**src/rtl/hex_state_display.sv**
```systemverilog
// Multi-digit hex display driven by a game state.
// Shows committed values for past digits and a blinking live value for the current digit.
module hex_state_display #(
  parameter int         N_DIG      = 4,
  parameter int         STATE_W    = 3,
  parameter int         BLINK_DIV  = 25_000_000,
  parameter logic [3:0] BLANK_CODE = 4'hE
) (
  input  logic                 clk,
  input  logic                 reset,
  input  logic [STATE_W-1:0]   estado_jogo,
  input  logic [3:0]           switch_cod,
  input  logic                 confirma,
  input  logic                 limpa,
  output logic [4*N_DIG-1:0]   hex_out,
  output logic [4*N_DIG-1:0]   valor_regs,
  output logic                 fase_pisca
);

  localparam int CNT_W = (BLINK_DIV > 1) ? $clog2(BLINK_DIV) : 1;
  localparam logic [CNT_W-1:0] CNT_MAX = CNT_W'(BLINK_DIV - 1);

  logic [CNT_W-1:0]   cnt_reg, cnt_next;
  logic               fase_reg, fase_next;
  logic [STATE_W-1:0] prev_state_reg;
  logic               state_changed;
  logic               game_over;

  assign state_changed = (estado_jogo != prev_state_reg);
  // Extra bit keeps the comparison valid when N_DIG == 2**STATE_W.
  assign game_over     = ({1'b0, estado_jogo} >= (STATE_W+1)'(N_DIG));
  assign fase_pisca    = fase_reg;

  always_comb begin
    cnt_next  = cnt_reg + 1'b1;
    fase_next = fase_reg;
    if (state_changed) begin
      cnt_next  = '0;
      fase_next = 1'b1;
    end else if (cnt_reg == CNT_MAX) begin
      cnt_next  = '0;
      fase_next = ~fase_reg;
    end
  end

  always_ff @(posedge clk) begin
    if (reset) begin
      cnt_reg        <= '0;
      fase_reg       <= 1'b1;
      prev_state_reg <= '0;
    end else begin
      cnt_reg        <= cnt_next;
      fase_reg       <= fase_next;
      prev_state_reg <= estado_jogo;
    end
  end

  for (genvar gi = 0; gi < N_DIG; gi++) begin : g_digit
    localparam logic [STATE_W-1:0] IDX = STATE_W'(gi);

    logic [3:0] digit_reg;
    logic [3:0] hex_reg;
    logic [3:0] shown;

    always_ff @(posedge clk) begin
      if (reset || limpa) begin
        digit_reg <= 4'h0;
      end else if (confirma && (estado_jogo == IDX)) begin
        digit_reg <= switch_cod;
      end
    end

    always_comb begin
      shown = BLANK_CODE;
      if (game_over || (estado_jogo > IDX)) begin
        shown = digit_reg;
      end else if ((estado_jogo == IDX) && fase_reg) begin
        shown = switch_cod;
      end
    end

    always_ff @(posedge clk) begin
      if (reset) begin
        hex_reg <= BLANK_CODE;
      end else begin
        hex_reg <= shown;
      end
    end

    assign hex_out[4*gi +: 4]    = hex_reg;
    assign valor_regs[4*gi +: 4] = digit_reg;
  end

endmodule
```
**config.mk**
```make
export PLATFORM = sky130hd
export DESIGN_NAME = hex_state_display
export DESIGN_NICKNAME = d
export VERILOG_FILES = /design/src/rtl/hex_state_display.sv
export SDC_FILE = /design/constraint.sdc
export NUM_CORES = 1
export LEC_CHECK = 0
export ABC_AREA = 1
export BUFFER_PORTS_ARGS = -buffer_cell sky130_fd_sc_hd__clkbuf_2
export CAP_MARGIN = 20
export CORE_MARGIN = 2
export CORE_UTILIZATION = 60
export DETAILED_ROUTE_END_ITERATION = 8
export HOLD_SLACK_MARGIN = 0.12
export PLACE_DENSITY = 0.84
export SLEW_MARGIN = 20
export SYNTH_ARGS = -nofsm -noshare
export SYNTH_HDL_FRONTEND = slang
export SYNTH_SLANG_ARGS = --single-unit
```
**constraint.sdc**
```tcl
create_clock -name clk -period 3.9 [get_ports clk]
set_input_delay 0.78 -clock clk [delete_from_list [all_inputs] [get_ports clk]]
set_output_delay 0.78 -clock clk [all_outputs]
set_load 0.005 [all_outputs]
```
# After elaboration in Yosys (flattened, before gate mapping)

Cells that the tools add are included.

Flip-flop bits (word level): 61
Input port bits: 11
Output and inout port bits: 33
Logic and storage cells: 47

Add/subtract/negate cells: 1
Order comparisons: 5
Equal/unequal tests: 5
Mux-type cells: 8
Bitwise gates (word level): 1
Reductions and logical operators: 16

Operators by type and width:

| kind                    | count |
|---|---|
| $mux W4                 | 8 |
| $add A25 B1 Y25 const B | 1 |
| $eq A25 B25 Y1 const B  | 1 |
| $logic_and A1 B1 Y1     | 8 |
| $eq A3 B2 Y1 const B    | 2 |
| $gt A3 B1 Y1 const B    | 2 |
| $gt A3 B2 Y1 const B    | 2 |
| $logic_or A1 B1 Y1      | 5 |
| $eq A3 B1 Y1 const B    | 1 |
| $ge A3 B3 Y1 const B    | 1 |
| $logic_not A3 Y1        | 1 |
| $ne A3 B3 Y1            | 1 |
| $reduce_or A3 Y1        | 1 |
| $reduce_or A2 Y1        | 1 |
| $not A1 Y1              | 1 |

# Depth between registers and ports, before layout

Gate-level depths: netlist of run 1.

Depth in word-level cells: 4
Gate-level depth with buffers: 9
Gate-level depth less buffers: 9

# Worst setup path before layout of run 1

Ideal clock, no wire load.

Path type: input to register
Start point: input reset
End point: register cnt_reg[19]
Setup time: 0.066 ns
Arrival: 1.579 ns
Data required time: 3.834 ns
Path slack: 2.255 ns
Cell stages on the path: 7
Buffers on the path: 2
Cell sequence: buf_2 > a21oi_1 > nand2_1 > nor2_2 > nand2_4 > buf_12 > a21oi_2

Longest elaborated chain between the ends: 1

RTL lines:

| element                           | line | RTL |
|---|---|---|
| start, declared                   | 10   | `input logic reset,` |
| $reduce_or A3 Y1 (no source line) | -    |  |
| end signal, assigned              | 52   | `cnt_reg <= cnt_next;` |
| end, declared                     | 23   | `logic [CNT_W-1:0] cnt_reg, cnt_next;` |

No other way between the ends.
A chain may end at the register's enable or synchronous reset.

# Worst setup path after layout of run 1

Start point: input reset
End point: register g_digit[3].digit_reg[2]

Longest elaborated chain between the ends: 1

RTL lines:

| element              | line | RTL |
|---|---|---|
| $logic_or A1 B1 Y1   | 66   | `if (reset \|\| limpa) begin` |
| end signal, assigned | 69   | `digit_reg <= switch_cod;` |
| end, declared        | 61   | `logic [3:0] digit_reg;` |

No other way between the ends.

==> run metrics, run 1 <==
result of the run completed; GRT Util Overall 0.249; GRT Residual Overflow 0; Die X about 70 um; Detailed Route Iter0 Violations around 210; CTS tree done; Reg clk slew, reported paths 0.07 ns; commonest cells after routing, fill and taps aside 84 x nand2_1, 64 x nor2_1, 61 x dfxtp_1, 43 x clkbuf_2, 35 x inv_1; hold buffers post-CTS 0; input/output buffers between 40 and 50; final wirelength roughly 5900 um; Pwr Density just over 400 mW/mm^2; Mapped Nets 370; Yosys top cell area share 0.461; synth top area cells dfxtp_1 46%, nand2_1 12%, nor2_1 9.1%; Tmin final around 1.8 ns; Die Height 70.4 um; routed vias around 2.4k; Setup violations, final 0; CP arrival 2.03 ns; Tcrit/Tclk final 0.453; layout cell share with drive strength beyond 1 0.199; Max-cap violations 0; Max-Slew Margin vs Limit 0.442; post-synthesis sequential area ratio 0.461; die area slightly below 0.005 sq mm; RSZ-0062 raised after global routing false; Area Growth Syn to Fin 16.6%; post-CTS setup buffers 0; Detailed Routing Iterations Pass 1 5; Inserted Clock Buffers 9; vias in the first global route between 2k and 2.5k; htree depth 3; Hold Worst Slack about 0.47 ns; Slew Viols, Final 0; core footprint between 0.004 and 0.005 sq mm; Min-Delay Path Class reg2reg; Distinct cells, synth 31; FP Rows 24; clk sinks approximately 60; Worst Path Max Fanout 15; syn_area_per_cell roughly 7.4 sq um; Critical Path Sink Type register; worst-margin pin slew around 0.83 ns; Gates resized, CTS repair 0; # nets final 420; Antenna Violating Nets Remaining 0; clock buffer depth 2; HPWL after detailed placement around 4200 um; Fill cells between 300 and 400; number of flip-flops under the largest register name 25; number of I/O pins 44; Critical Path RT about 4.2 ns; Cells after Synth approximately 360; Ant. Diodes 0; GP Congestion 0.891; initial antenna violation count 0; WS Path Type in2reg; fmax ~570 MHz; final hold vios 0; sum of negative setup slack 0 ns; worst-skew pair later-pin latency roughly 0.34 ns; Via density 5.24; area leader, netlist dfxtp_1; Yosys warning count 0; IR drop worst, VDD between 0.2 and 0.3 mV; synthesized cell area ~0.0026 sq mm; Lkg Pwr about 1.1 nW; largest net degree at the start of global routing 26; Yosys reg bits 61; startpoint types input pin; commonest non-fill, non-tap cell in the layout nand2_1; Initial Util 0.617; first-pass GRT wire length just under 10000 um; drt wl/cell 12.7 um; clk_skew about 0.0059 ns; DRC errors left 0; root buf cell clkbuf_8
-- cell families after synthesis --
logic type	after synthesis	share of synthesized area
buffers and inverters	41	0.0676
AND/OR/NAND/NOR	188	0.306
flip-flops	61	0.461
XOR/XNOR	11	0.0364
AO/OA/AOI/OAI	56	0.124
adder cells (fa/ha/maj)	1	0.00473
-- power breakdown --
part	internal, mW	total [mW]	switching (mW)
sequential	0.636	0.641	0.00494
combinational	0.0240	0.0677	0.0437
clock	0.313	0.563	0.250
total	0.974	1.27	0.299
-- stage by stage --
| stage | cells | instance area, sq um | power [mW] | worst slack [ns] | utilization |
|---|---|---|---|---|---|
| 6_report | 465 | 3090 | 1.27 | 2.13 | 0.719 |
| 5_1_grt | 465 | 3090 | 1.31 | 2.05 | 0.719 |
| 4_1_cts | 465 | 3090 | 1.28 | 2.14 | 0.719 |
| 3_5_place_dp | 449 | 2890 | 0.722 | 1.90 | 0.672 |
| 3_3_place_gp | 449 | 2890 | 0.720 | 1.94 | 0.672 |
| 2_1_floorplan | 358 | 2650 | 0.695 | 2.25 | - |
-- per-layer routing --
metal | global-route usage | part of all wire
met1 | 0.354 | 0.47
met2 | 0.360 | 0.43
met3 | 0.0462 | 0.081
met4 | 0.124 | 0.024
met5 | 0 | 0
-- final timing paths --
kind | from | slack, ns | end | cells past startpoint
hold / removal | cnt_reg[0]$_SDFF_PP0_ | 0.47 | cnt_reg[0]$_SDFF_PP0_ | 1
setup reg to reg | cnt_reg[0]$_SDFF_PP0_ | 2.24 | cnt_reg[12]$_SDFF_PP0_ | 8
setup / recovery | reset | 2.13 | g_digit[3].digit_reg[2]$_SDFFE_PP0P_ | 4
hold reg to reg | cnt_reg[0]$_SDFF_PP0_ | 0.47 | cnt_reg[0]$_SDFF_PP0_ | 1
-- worst max-delay path, cell delays in order --
cell,delay [ns]
clkbuf_2,0.16
nor2_1,0.67
o21ai_0,0.24
a21oi_1,0.18
-- Yosys cell counts --
cell type and instances:
a32oi_1 2, xnor2_1 6, o32ai_1 1, and2_1 1, ha_1 1, or2_2 6, nand2_1 84, dfxtp_1 61
nor2_4 3, inv_2 1, xor2_1 5, buf_1 1, nand3_2 2, nand2_4 1, clkinv_1 1, a21oi_2 6
o21ai_0 16, nor2_2 3, o22ai_1 10, buf_2 1, nor2_1 64, a21oi_1 20, inv_1 35, nand3b_1 1
buf_6 1, nor3_1 1, nand2_2 2, buf_12 1, nand3_1 19, or2_1 1, a22oi_1 1
-- cell type report --
type                       instances  area, sq um  area share
inverter                          37          139      0.0450
clock inverter                     5         58.8      0.0190
tap                               52         65.1      0.0211
multi-input combinational        256         1250       0.404
timing repair buffer              43          215      0.0697
sequential                        61         1220       0.395
clock buffer                      11          141      0.0458
(Power assumes the default switching activity.)
==> run 2: changes to the inputs <==
- CORE_UTILIZATION: 60 -> 50
- PLACE_DENSITY: 0.84 -> 0.75
- clock period: 3.9 -> 1.6 ns (I/O delays scaled with it)
==> run 2 against run 1 <==
Net effect: setup slack got worse by 2.0 ns; flip-flop and latch count did not move; sequential power increased by 140%; core utilization is 8.9 points lower; count of clock-buffer cells in the layout stayed put; die area up 19%; clock skew is 0.0013 ns higher; critical path depth rose by 4.
==> run metrics, run 2 (same netlist as run 1, synthesis figures left out) <==
clk sinks slightly above 60; clk_skew slightly above 0.007 ns; Via density between 5 and 6; RSZ-0062 raised after global routing false; root buf cell clkbuf_8; Most common cell on crit path nor2_4; FP Rows 26; Critical Path Sink Type register; Critical-path top delay cell dfxtp_1; Max-Slew Margin vs Limit 0.789; Detailed Routing Iterations Pass 1 5; Min-Delay Path Class in2reg; HPWL after detailed placement 4530 um; clock buffer depth 2; # nets final approximately 430; max incr delay on CP roughly 0.34 ns; CTS tree done; CP arrival 1.75 ns; initial antenna violation count 0; Critical R2R Launch cnt_reg[1]$_SDFF_PP0_; WS Path Type reg2reg; crit-path cells ha_1 > nand3_2 > nor2_4 > inv_2 > nor2_4 > nand2_2 > nand2_8 > a21oi_1; Die X around 77 um; largest net degree at the start of global routing 26; routed vias approximately 2.5k; final hold vios 0; IR drop worst, VDD roughly 0.64 mV; die area approximately 0.0059 sq mm; hold path cells 3; first-pass GRT wire length between 10000 and 15000 um; htree depth 3; Die Height roughly 77 um; Area Growth Syn to Fin 21.6%; end of the critical path cnt_reg[23]$_SDFF_PP0_; min-delay src estado_jogo[1]; crit path launch cnt_reg[1]$_SDFF_PP0_; Pwr Density roughly 1100 mW/mm^2; Slew Viols, Final 0; core footprint between 0.005 and 0.006 sq mm; Initial Util 0.518; drt wl/cell 12.6 um; Tmin final ~1.5 ns; number of flip-flops under the largest register name 25; placed insts 474; Worst Path Max Fanout 25; Inserted Clock Buffers 9; Fill cells about 470; commonest cells after routing, fill and taps aside 84 x nand2_1, 64 x nor2_1, 61 x dfxtp_1, 43 x clkbuf_2, 35 x inv_1; worst-skew pair later-pin latency roughly 0.35 ns; sum of negative setup slack 0 ns; final wirelength slightly above 6000 um; GRT Util Overall 0.214; DRC errors left 0; vias in the first global route 2162; fmax about 660 MHz; setup slack, reg-to-reg about 0.085 ns; Max-cap violations 0; Tcrit/Tclk final 0.947; layout cell share with drive strength beyond 1 0.212; number of I/O pins 44; Setup violations, final 0; Critical Path RT around 1.8 ns; worst-margin pin slew 0.316 ns; commonest non-fill, non-tap cell in the layout nand2_1; Detailed Route Iter0 Violations approximately 240; Antenna Violating Nets Remaining 0; Ant. Diodes 0; GP Congestion roughly 0.88; Lkg Pwr ~1.2 nW; input/output buffers 43; Hold Worst Slack around 0.25 ns; Reg clk slew, reported paths around 0.07 ns; final cell count without fillers between 400 and 500; startpoint types register; Critical R2R Capture cnt_reg[23]$_SDFF_PP0_; Worst Reg-to-Reg Cells 8; GRT Residual Overflow 0; result of the run completed
==> run 2: changes by cell type in the layout (fill, tap and decap cells not counted), sizes merged <==
| cell | previous run | this run |
|---|---|---|
| inv | 37 | 36 |
| clkinvlp | 2 | 0 |
| bufinv | 1 | 3 |
| buf | 0 | 7 |
==> run 2: timing repair <==
action / in CTS / in global routing
setup buffers: 0 / 0
endpoints found under the setup margin: 2 / 0
hold buffers: 0 / 0
gates resized for setup: 1 / 0
==> run 2: worst min path at each step <==
stage,to,slack (ns)
2_1_floorplan,cnt_reg[0]$_SDFF_PP0_,0.43
3_3_place_gp,g_digit[1].digit_reg[1]$_SDFFE_PP0P_,0.45
3_5_place_dp,g_digit[1].digit_reg[3]$_SDFFE_PP0P_,0.46
4_1_cts,prev_state_reg[1]$_SDFF_PP0_,0.24
5_1_grt,prev_state_reg[1]$_SDFF_PP0_,0.28
6_report,prev_state_reg[1]$_SDFF_PP0_,0.25
==> run 2: cell type report <==
| cell class | instances | area, sq um | area share |
|---|---|---|---|
| Timing Repair Buffer | 50 | 268 | 0.0832 |
| Sequential cell | 61 | 1220 | 0.379 |
| Tap cell | 70 | 87.6 | 0.0272 |
| Clock buffer | 11 | 151 | 0.0470 |
| Inverter | 37 | 139 | 0.0432 |
| Clock inverter | 4 | 95.1 | 0.0295 |
| Multi-Input combinational cell | 256 | 1260 | 0.390 |
==> run 2: routing by layer <==
layer,track usage,up-vias,wire [um]
met5,0,-,0
met4,0.136,0,167
met3,0.0388,16,384
met2,0.332,79,2790
met1,0.273,1142,2810
li1,-,1256,-
==> run 2: metrics by stage <==
stage	power, mW	util	instance area [sq um]	worst slack (ns)
finish	3.45	0.630	3220	0.0847
global route	3.55	0.630	3220	0.00323
CTS	3.46	0.630	3220	0.0660
detailed placement	1.77	0.580	2960	0.0143
global placement	1.77	0.580	2960	0.0778
floorplan	1.69	-	2650	0.169
==> run 2: where the power goes <==
part / internal [mW] / switching (mW) / total, mW
Sequential: 1.55 / 0.0117 / 1.56
Combinational: 0.0687 / 0.108 / 0.177
Clock: 1.11 / 0.601 / 1.71
Total: 2.73 / 0.720 / 3.45
==> run 2: worst max-delay path, delay by kind of cell (launching register included) <==
kind                     cells  cell delay, ns
AO/OA/AOI/OAI                1            0.09
adder cells (fa/ha/maj)      1            0.20
buffers and inverters        1            0.07
flip-flops                   1            0.34
AND/OR/NAND/NOR              5            0.71
